===== src/rtl/ppi_mode1_handshake_if.sv =====
// Bundles the CPU-side and peripheral-side signals of one Mode 1 strobed port.
interface ppi_mode1_handshake_if;
   localparam int unsigned DATA_W = 8;

   logic              dir;
   logic              inte_set;
   logic              inte_clr;
   logic              cpu_rd_n;
   logic              cpu_wr_n;
   logic [DATA_W-1:0] cpu_din;
   logic [DATA_W-1:0] cpu_dout;
   logic [DATA_W-1:0] port_in;
   logic [DATA_W-1:0] port_out;
   logic              port_oe;
   logic              stb_n;
   logic              ibf;
   logic              ack_n;
   logic              obf_n;
   logic              intr;
   logic              inte;
   logic              err_ovr;

   // Port block side
   modport slave (
      input  dir, inte_set, inte_clr, cpu_rd_n, cpu_wr_n, cpu_din, port_in, stb_n, ack_n,
      output cpu_dout, port_out, port_oe, ibf, obf_n, intr, inte, err_ovr
   );

   // CPU / peripheral driver side
   modport master (
      output dir, inte_set, inte_clr, cpu_rd_n, cpu_wr_n, cpu_din, port_in, stb_n, ack_n,
      input  cpu_dout, port_out, port_oe, ibf, obf_n, intr, inte, err_ovr
   );
endinterface


===== src/rtl/ppi_mode1_handshake.sv =====
// Mode 1 strobed I/O handshake for one PPI port: input (STB/IBF) and output (ACK/OBF) paths.
// SYNC_STAGES must lie in 2..4.
module ppi_mode1_handshake #(
   parameter int unsigned SYNC_STAGES = 2
) (
   input logic                   clk,
   input logic                   reset_n,
   ppi_mode1_handshake_if.slave  bus
);

   localparam int unsigned DATA_W = 8;

   typedef enum logic [1:0] {
      IN_IDLE  = 2'd0,
      IN_LATCH = 2'd1,
      IN_FULL  = 2'd2,
      IN_READ  = 2'd3
   } in_state_t;

   typedef enum logic [1:0] {
      OUT_EMPTY = 2'd0,
      OUT_FULL  = 2'd1,
      OUT_ACK   = 2'd2
   } out_state_t;

   // Synchronizers and edge-detect copies
   logic [SYNC_STAGES-1:0] stb_sync;
   logic [SYNC_STAGES-1:0] ack_sync;
   logic                   stb_dly;
   logic                   ack_dly;
   logic                   stb_armed;
   logic                   ack_armed;
   logic                   run;
   logic                   rd_q;
   logic                   wr_q;

   // Control state and registered outputs
   in_state_t              in_state,  in_nxt;
   out_state_t             out_state, out_nxt;
   logic                   dir_q;
   logic                   ibf,      ibf_nxt;
   logic                   obf_n,    obf_n_nxt;
   logic                   intr,     intr_nxt;
   logic                   inte,     inte_nxt;
   logic                   err_ovr,  err_nxt;
   logic [DATA_W-1:0]      cpu_dout, dout_nxt;
   logic [DATA_W-1:0]      port_out, pout_nxt;
   logic                   port_oe;
   logic                   ovr_c;

   logic stb_fall_c, stb_rise_c, ack_fall_c, ack_rise_c;
   logic rd_fall_c,  rd_rise_c,  wr_fall_c,  wr_rise_c;
   logic dir_chg_c;

   // A falling edge counts only once the line has been seen high since reset,
   // so a strobe/acknowledge held low across reset release is not taken as an edge.
   assign stb_fall_c = stb_dly & ~stb_sync[SYNC_STAGES-1] & stb_armed;
   assign stb_rise_c = ~stb_dly & stb_sync[SYNC_STAGES-1];
   assign ack_fall_c = ack_dly & ~ack_sync[SYNC_STAGES-1] & ack_armed;
   assign ack_rise_c = ~ack_dly & ack_sync[SYNC_STAGES-1];
   assign rd_fall_c  = rd_q & ~bus.cpu_rd_n;
   assign rd_rise_c  = ~rd_q & bus.cpu_rd_n;
   assign wr_fall_c  = wr_q & ~bus.cpu_wr_n;
   assign wr_rise_c  = ~wr_q & bus.cpu_wr_n;
   assign dir_chg_c  = bus.dir != dir_q;

   // Synchronize STB_N/ACK_N and keep one-cycle copies of all edge-detected lines
   always_ff @(posedge clk) begin
      if (!reset_n) begin
         stb_sync  <= '1;
         ack_sync  <= '1;
         stb_dly   <= 1'b1;
         ack_dly   <= 1'b1;
         stb_armed <= 1'b0;
         ack_armed <= 1'b0;
         run       <= 1'b0;
         rd_q      <= 1'b1;
         wr_q      <= 1'b1;
      end else begin
         stb_sync  <= {stb_sync[SYNC_STAGES-2:0], bus.stb_n};
         ack_sync  <= {ack_sync[SYNC_STAGES-2:0], bus.ack_n};
         stb_dly   <= stb_sync[SYNC_STAGES-1];
         ack_dly   <= ack_sync[SYNC_STAGES-1];
         stb_armed <= stb_armed | (run & stb_sync[0]);
         ack_armed <= ack_armed | (run & ack_sync[0]);
         run       <= 1'b1;
         rd_q      <= bus.cpu_rd_n;
         wr_q      <= bus.cpu_wr_n;
      end
   end

   // State register and registered outputs
   always_ff @(posedge clk) begin
      if (!reset_n) begin
         in_state  <= IN_IDLE;
         out_state <= OUT_EMPTY;
         dir_q     <= bus.dir;
         ibf       <= 1'b0;
         obf_n     <= 1'b1;
         intr      <= 1'b0;
         inte      <= 1'b0;
         err_ovr   <= 1'b0;
         cpu_dout  <= '0;
         port_out  <= '0;
         port_oe   <= ~bus.dir;
      end else begin
         in_state  <= in_nxt;
         out_state <= out_nxt;
         dir_q     <= bus.dir;
         ibf       <= ibf_nxt;
         obf_n     <= obf_n_nxt;
         intr      <= intr_nxt;
         inte      <= inte_nxt;
         err_ovr   <= err_nxt;
         cpu_dout  <= dout_nxt;
         port_out  <= pout_nxt;
         port_oe   <= ~bus.dir;
      end
   end

   // Next-state and next-output logic for both handshake directions
   always_comb begin
      in_nxt    = in_state;
      out_nxt   = out_state;
      ibf_nxt   = ibf;
      obf_n_nxt = obf_n;
      intr_nxt  = intr;
      inte_nxt  = inte;
      err_nxt   = err_ovr;
      dout_nxt  = cpu_dout;
      pout_nxt  = port_out;
      ovr_c     = 1'b0;

      if (bus.inte_clr) begin
         inte_nxt = 1'b0;
      end else if (bus.inte_set) begin
         inte_nxt = 1'b1;
      end

      if (dir_chg_c) begin
         // Direction switch abandons any handshake; data registers keep their values.
         in_nxt    = IN_IDLE;
         out_nxt   = OUT_EMPTY;
         ibf_nxt   = 1'b0;
         intr_nxt  = 1'b0;
         obf_n_nxt = 1'b1;
      end else if (dir_q) begin
         case (in_state)
            IN_IDLE: begin
               if (stb_fall_c) begin
                  dout_nxt = bus.port_in;
                  ibf_nxt  = 1'b1;
                  in_nxt   = IN_LATCH;
               end
            end
            IN_LATCH: begin
               if (stb_fall_c) begin
                  ovr_c = 1'b1;
               end else if (stb_rise_c) begin
                  in_nxt = IN_FULL;
                  if (inte) begin
                     intr_nxt = 1'b1;
                  end
               end
            end
            IN_FULL: begin
               if (stb_fall_c) begin
                  ovr_c = 1'b1;
               end
               if (rd_fall_c) begin
                  in_nxt   = IN_READ;
                  intr_nxt = 1'b0;
               end
            end
            IN_READ: begin
               if (rd_rise_c && stb_fall_c) begin
                  // Read completes on the same edge a new byte arrives: take it, no overrun.
                  dout_nxt = bus.port_in;
                  in_nxt   = IN_LATCH;
               end else if (rd_rise_c) begin
                  ibf_nxt = 1'b0;
                  in_nxt  = IN_IDLE;
               end else if (stb_fall_c) begin
                  ovr_c = 1'b1;
               end
            end
            default: in_nxt = IN_IDLE;
         endcase

         if (ovr_c) begin
            err_nxt = 1'b1;
         end else if (rd_fall_c) begin
            err_nxt = 1'b0;
         end
      end else begin
         if (wr_rise_c) begin
            // A CPU write always wins over an acknowledge completing the same cycle.
            pout_nxt  = bus.cpu_din;
            intr_nxt  = 1'b0;
            obf_n_nxt = 1'b0;
            out_nxt   = OUT_FULL;
            if (out_state == OUT_FULL) begin
               ovr_c = 1'b1;
            end
         end else begin
            case (out_state)
               OUT_EMPTY: out_nxt = OUT_EMPTY;
               OUT_FULL: begin
                  if (ack_fall_c) begin
                     out_nxt   = OUT_ACK;
                     obf_n_nxt = 1'b1;
                  end
               end
               OUT_ACK: begin
                  if (ack_rise_c) begin
                     out_nxt = OUT_EMPTY;
                     if (inte) begin
                        intr_nxt = 1'b1;
                     end
                  end
               end
               default: out_nxt = OUT_EMPTY;
            endcase
         end

         if (ovr_c) begin
            err_nxt = 1'b1;
         end else if (wr_fall_c) begin
            err_nxt = 1'b0;
         end
      end

      if (bus.inte_clr) begin
         intr_nxt = 1'b0;
      end
   end

   assign bus.ibf      = ibf;
   assign bus.obf_n    = obf_n;
   assign bus.intr     = intr;
   assign bus.inte     = inte;
   assign bus.err_ovr  = err_ovr;
   assign bus.cpu_dout = cpu_dout;
   assign bus.port_out = port_out;
   assign bus.port_oe  = port_oe;

endmodule

===== src/flat_wrapper.sv =====
// flat-port wrapper written by rule: the top's interface ports become plain ports
module ppi_mode1_handshake_flat 
#(
   parameter int unsigned SYNC_STAGES = 2
)
  (clk, reset_n, bus_dir, bus_inte_set, bus_inte_clr, bus_cpu_rd_n, bus_cpu_wr_n, bus_cpu_din, bus_port_in, bus_stb_n, bus_ack_n, bus_cpu_dout, bus_port_out, bus_port_oe, bus_ibf, bus_obf_n, bus_intr, bus_inte, bus_err_ovr);
  ppi_mode1_handshake_if bus_i ();
  input logic clk;
  input logic reset_n;
  input wire logic [$bits(bus_i.dir)-1:0] bus_dir;
  input wire logic [$bits(bus_i.inte_set)-1:0] bus_inte_set;
  input wire logic [$bits(bus_i.inte_clr)-1:0] bus_inte_clr;
  input wire logic [$bits(bus_i.cpu_rd_n)-1:0] bus_cpu_rd_n;
  input wire logic [$bits(bus_i.cpu_wr_n)-1:0] bus_cpu_wr_n;
  input wire logic [$bits(bus_i.cpu_din)-1:0] bus_cpu_din;
  input wire logic [$bits(bus_i.port_in)-1:0] bus_port_in;
  input wire logic [$bits(bus_i.stb_n)-1:0] bus_stb_n;
  input wire logic [$bits(bus_i.ack_n)-1:0] bus_ack_n;
  output wire logic [$bits(bus_i.cpu_dout)-1:0] bus_cpu_dout;
  output wire logic [$bits(bus_i.port_out)-1:0] bus_port_out;
  output wire logic [$bits(bus_i.port_oe)-1:0] bus_port_oe;
  output wire logic [$bits(bus_i.ibf)-1:0] bus_ibf;
  output wire logic [$bits(bus_i.obf_n)-1:0] bus_obf_n;
  output wire logic [$bits(bus_i.intr)-1:0] bus_intr;
  output wire logic [$bits(bus_i.inte)-1:0] bus_inte;
  output wire logic [$bits(bus_i.err_ovr)-1:0] bus_err_ovr;
  assign bus_i.dir = bus_dir;
  assign bus_i.inte_set = bus_inte_set;
  assign bus_i.inte_clr = bus_inte_clr;
  assign bus_i.cpu_rd_n = bus_cpu_rd_n;
  assign bus_i.cpu_wr_n = bus_cpu_wr_n;
  assign bus_i.cpu_din = bus_cpu_din;
  assign bus_i.port_in = bus_port_in;
  assign bus_i.stb_n = bus_stb_n;
  assign bus_i.ack_n = bus_ack_n;
  assign bus_cpu_dout = bus_i.cpu_dout;
  assign bus_port_out = bus_i.port_out;
  assign bus_port_oe = bus_i.port_oe;
  assign bus_ibf = bus_i.ibf;
  assign bus_obf_n = bus_i.obf_n;
  assign bus_intr = bus_i.intr;
  assign bus_inte = bus_i.inte;
  assign bus_err_ovr = bus_i.err_ovr;
  ppi_mode1_handshake #(.SYNC_STAGES(SYNC_STAGES)) u_core (.clk(clk), .reset_n(reset_n), .bus(bus_i));
endmodule

===== config.mk =====
export PLATFORM = sky130hd
export DESIGN_NAME = ppi_mode1_handshake_flat
export DESIGN_NICKNAME = d
export VERILOG_FILES = /design/src/rtl/ppi_mode1_handshake_if.sv /design/src/rtl/ppi_mode1_handshake.sv /design/src/flat_wrapper.sv
export SDC_FILE = /design/constraint.sdc
export NUM_CORES = 1
export LEC_CHECK = 0
export CORE_ASPECT_RATIO = 1.2
export CORE_MARGIN = 10
export CORE_UTILIZATION = 30
export DETAILED_ROUTE_END_ITERATION = 7
export GPL_TIMING_DRIVEN = 0
export HOLD_SLACK_MARGIN = 0.12
export PLACE_DENSITY_LB_ADDON = 0.15
export SETUP_SLACK_MARGIN = 0.05
export SYNTH_ARGS = -nofsm -noshare
export SYNTH_HDL_FRONTEND = slang
export SYNTH_SLANG_ARGS = --single-unit

===== constraint.sdc =====
create_clock -name clk -period 2 [get_ports clk]
set_input_delay 0.4 -clock clk [delete_from_list [all_inputs] [get_ports clk]]
set_output_delay 0.4 -clock clk [all_outputs]
set_load 0.1 [all_outputs]

; Yosys cells after proc, flatten, opt, wreduce, memory -nomap -nowiden
; Index checks and enable logic that the tools add are counted.
[totals]
regBits = 38
in_bits = 25
output_inout_bits = 22
[classes]
eq_ne = 21
mux = 45
bitwise = 26
reduce_logical = 20
[ops]
columns = op, n
row1 = $mux 1, 28
row2 = $mux 2, 9
row3 = $mux 8, 2
row4 = $pmux 8 s2, 1
row5 = $ne 3x3->1 const B, 5
row6 = $and 1x1->1, 12
row7 = $not 1->1, 12
row8 = $reduce_and 3->1, 4
row9 = $reduce_and 6->1, 2
row10 = $ne 2x1->1 const B, 5
row11 = $reduce_and 5->1, 2
row12 = $ne 3x1->1 const B, 3
row13 = $reduce_bool 3->1, 3
row14 = $pmux 2 s4, 1
row15 = $eq 2x2->1 const B, 3
row16 = $pmux 1 s2, 3
row17 = $reduce_bool 2->1, 3
row18 = $reduce_or 2->1, 3
row19 = $eq 2x1->1 const B, 2
row20 = $ne 2x2->1 const B, 2
row21 = $pmux 2 s2, 1
row22 = $reduce_or 3->1, 1
row23 = $logic_not 2->1, 1
row24 = $or 1x1->1, 2
row25 = other kinds (2), 2

; Depth between registers and ports, before layout
[depth]
word_depth = 11
mapped_depth = 6
depth_no_buf = 6

; Worst setup path before layout
; Ideal clock, no wire load.
[synth_path]
path_type = flip-flop to flip-flop
startpoint = register u_core.dir_q
endpoint = register u_core.cpu_dout[0] (netlist: u_core.bus.cpu_dout[0])
setup_time_ns = 0.120
arrival_time_ns = 1.741
t_required_ns = 1.880
path_slack_ns = 0.139
path_stages_with_launch = 6
synth_period_minus_slack_ns = 1.861
path_cell_list = dfxtp_1 -> inv_1 -> ha_1 -> a2111oi_4 -> mux2i_1 -> nor2b_1
[synth_via]
elab_chain_cells = 3
[synth_lines]
columns = item, line
row1 = "start, declared", ppi_mode1_handshake.sv:40  ; logic dir_q;
row2 = "start signal, assigned", ppi_mode1_handshake.sv:97  ; dir_q <= bus.dir;
row3 = "start signal, assigned", ppi_mode1_handshake.sv:109  ; dir_q <= bus.dir;
row4 = $ne 1x1->1, ppi_mode1_handshake.sv:65  ; assign dir_chg_c = bus.dir != dir_q;
row5 = $not 1->1 (no source line), -
row6 = $reduce_and 5->1 (no source line) (*), -
row7 = "end signal, assigned", ppi_mode1_handshake.sv:115  ; cpu_dout <= dout_nxt;
row8 = "end, declared", ppi_mode1_handshake.sv:46  ; logic [DATA_W-1:0] cpu_dout, dout_nxt;
; Mark *: on every way between the ends. The rest lies on a longest branch, timed or not.
; A chain may end at the register's enable or synchronous reset.

; Worst setup path in the final report
[layout_path]
startpoint = register u_core.intr (netlist: u_core.bus.intr)
endpoint = output bus_intr
[layout_lines]
columns = item, line
row1 = "start, declared", ppi_mode1_handshake.sv:43  ; logic intr, intr_nxt;
row2 = "start signal, assigned", ppi_mode1_handshake.sv:112  ; intr <= intr_nxt;
row3 = "end, declared", flat_wrapper.sv:24  ; output wire logic [$bits(bus_i.intr)-1:0] bus_intr;
; No word-level cell between the ends.

==> results.yml <==
floorplanning:
  die_area_um2: 8694
  initial_utilization: 0.3075
  rows: 29
  die_y_um: 100.2
  die_w_um: 86.80
  pin_count: 47
  design.core.area_um2: 5225
synthesis:
  synth-seq-cells: 38
  synth_area_leaders: "dfxtp_1 47%, nor2b_1 7.0%, mux2i_1 5.0%"
  synth_simple_gate_area_frac: 0.2375
  synth_compound_gate_area_share: 0.1620
  synthesis.area_um2: 1607
  synth.yosys.seq_area_share: 0.4735
  syn-num-nets: 198
  synth_area_leader_cell: "dfxtp_1"
  yosysWarnings: 0
  syn_avg_cell_area_um2: 9.620
  synth_cells: 167
  synthAdderAreaFrac: 0.04673
  synth_top_family_by_area: "simple AND/OR/NAND/NOR gates"
  synthDominantCellAreaShare: 0.4735
  synth.area.mux_share: 0.04984
  netlist-cell-type-count: 33
  synthXorXnorAreaFrac: 0
critical_path:
  rr_startpoint: "u_core.dir_q"
  cp.required_ps: 1600
  rr_worst_depth: 5
  worst-setup-path-type: "flop to output pin"
  worstSetupStartpointType: "flop"
  crit_chain: "dlygate4sd2_1"
  cp.buffers_inverters: 1
  critical_path.max_fanout: 2
  slowest_stage: "dlygate4sd2_1"
  cp_top_family: "buffers and inverters"
  rr_endpoint: "u_core.bus.intr"
  worst_setup_path_end_kind: "output pin"
  arrival_ps: 1500
  rrSetupSlack_ps: 180
  max_stage_delay_ps: 870
hold_path:
  hold_end: "u_core.stb_sync[1]"
  min_path_cells: 1
  hold_class: "flop to flop"
  min_from: "u_core.stb_sync[0]"
timing:
  slew_violations: 0
  tightest_slew_ps: 980.4
  setup_viol: 0
  fin_worst_skew_ps: 2.970
  max_freq_mhz: 526.1
  hold_viol_final: 0
  relSlewSlack: 0.3490
  period_needed_ps: 1901
  worst_slack_ps: 99.17
  fin_crit_sh: 0.9504
  rsz0062_at_grt: "yes"
final_layout:
  nets: 252
  mostFrequentLayoutCell: "dfxtp_1"
  area_growth_pct: 38.32
  drive_above_1_share: 0.07658
  final_cell_mix: "37 x dfxtp_1, 24 x clkdlybuf4s50_1, 18 x nor2b_1, 18 x dlygate4sd2_1, 11 x nand2b_1"
  antennaDiodeCount: 0
  stdcell_count: 284
global_routing:
  grt_max_degree: 13
  grt.total_usage: 0.08934
  grt_pass1_wl_um: 6306
  grt_overflow_total: 0
  grt_pass1_vias: 1331
  antenna_found_initial: 0
clock_network:
  root_buffer: "clkbuf_8"
  h-tree-depth: 2
  cts_buffers: 5
  cts_tree: "done"
  cts.sinks: 38
  hold_buffers: 0
  cts_buffer_depth: 2
  clkLatencyLatePin_ps: 290
  clk_pin_slew_ps: 70
placed_design:
  routabilityCongestion: 0.7463
  place_ws_ps: -562.0
  dpl.hpwl_um: 2917
  post-place-cells: 275
  portBuffers: 46
routing:
  wl_um: 3881
  wl_per_cell_um: 13.67
  detail-route-antenna-nets: 0
  first_iter_violations: 39
  via_count: 1320
  viasPerCell: 4.648
  dr.pass1.iters: 4
  drcViolationCount: 0
power_and_ir_drop:
  peakVddDrop_mv: 0.4425
  p_per_area_nw_per_um2: 669.0
  total_leakage_power_nw: 0.8774
  power_w: 0.001487
run:
  max_cap_violations: 0
outcome:
  status: "complete, no violations"
-- power breakdown --
| group | leakage, nW | internal (W) | switching (W) |
|---|---|---|---|
| clock network | 0.0452 | 0.000246 | 0.000275 |
| registers | 0.310 | 0.000776 | 0.0000126 |
| logic | 0.522 | 0.0000785 | 0.0000988 |
| total | 0.877 | 0.00110 | 0.000386 |
-- area by class of cell --
class | count | area (µm²)
Timing Repair Buffer | 47 | 447.9
Clock buffer | 6 | 72.57
Fill cell | 548 | 3003
Tap cell | 62 | 77.57
Multi-Input combinational cell | 116 | 799.5
Sequential cell | 38 | 762.0
Inverter | 8 | 30.03
Clock inverter | 2 | 13.76
Buffer | 5 | 18.77
-- sequential cells by signal, indices dropped and copies added, names as in the netlist, 2 cells and up --
| signal | flops |
|---|---|
| u_core.bus.cpu_dout | 8 |
| u_core.bus.port_out | 8 |
| u_core.ack_sync | 2 |
| u_core.in_state | 2 |
| u_core.out_state | 2 |
| u_core.stb_sync | 2 |
-- metal layers --
metal / track usage / vias up / wire [µm]
met1: 0.09590 / 598 / 1677
li1: - / 683 / -
met4: 0.02996 / 0 / 21
met3: 0.05429 / 2 / 421
met2: 0.1412 / 37 / 1762
met5: 0 / - / 0
-- synth_stat cells --
library cell	n
nand2b_1	11
nand2b_4	1
a21boi_0	8
o311ai_0	1
dfxtp_1	38
a21oi_1	9
nand4b_1	1
or3b_2	1
and2_1	1
o311a_1	1
ha_1	6
nand3_1	8
o221a_2	1
or3_1	3
and3_1	1
o221ai_1	1
nand3b_1	2
a2111oi_4	1
o31ai_1	2
a31oi_1	1
and3b_1	1
a41o_1	1
nor2b_1	18
nand2_1	9
o21ai_0	8
a22o_1	1
nor2_1	7
mux2i_1	8
clkbuf_1	5
nor2_2	1
nor3b_1	1
a311oi_1	1
inv_1	8
-- cells by family after synthesis --
kind of cell	after synthesis
AND/OR/NAND/NOR	66
flip-flops	38
AO/OA/AOI/OAI	36
buffers and inverters	13
multiplexers	8
adder cells (fa/ha/maj)	6
-- repair_timing --
| action | CTS | global route |
|---|---|---|
| buffers inserted | 1 | 0 |
| endpoints found under the setup margin | 31 | 6 |
| gates resized for setup | 26 | 4 |
| pin swaps | 1 | 0 |
-- worst max path at each step --
stage / from / slack (ps) / cells past startpoint / to
after floorplan: u_core.dir_q / 140 / 5 / u_core.bus.cpu_dout[0]
after global placement: bus_dir / -560 / 6 / u_core.bus.cpu_dout[7]
after detailed placement: bus_dir / -560 / 6 / u_core.bus.cpu_dout[4]
after CTS: u_core.bus.inte / 60 / 1 / bus_inte
after global routing: bus_dir / 30 / 6 / u_core.bus.intr
final: u_core.bus.intr / 100 / 1 / bus_intr
-- per-stage QoR --
| stage | TNS (ps) | hold WS (ps) | utilization | area, µm² |
|---|---|---|---|---|
| after floorplan | 0 | 411.2 | - | 1607 |
| after global placement | -5433 | 427.4 | 0.4104 | 2145 |
| after detailed placement | -5369 | 428.7 | 0.4104 | 2145 |
| after CTS | 0 | 447.7 | 0.4267 | 2230 |
| after global routing | 0 | 460.3 | 0.4253 | 2222 |
| final | 0 | 440.2 | 0.4253 | 2222 |
(Power assumes the default switching activity.)
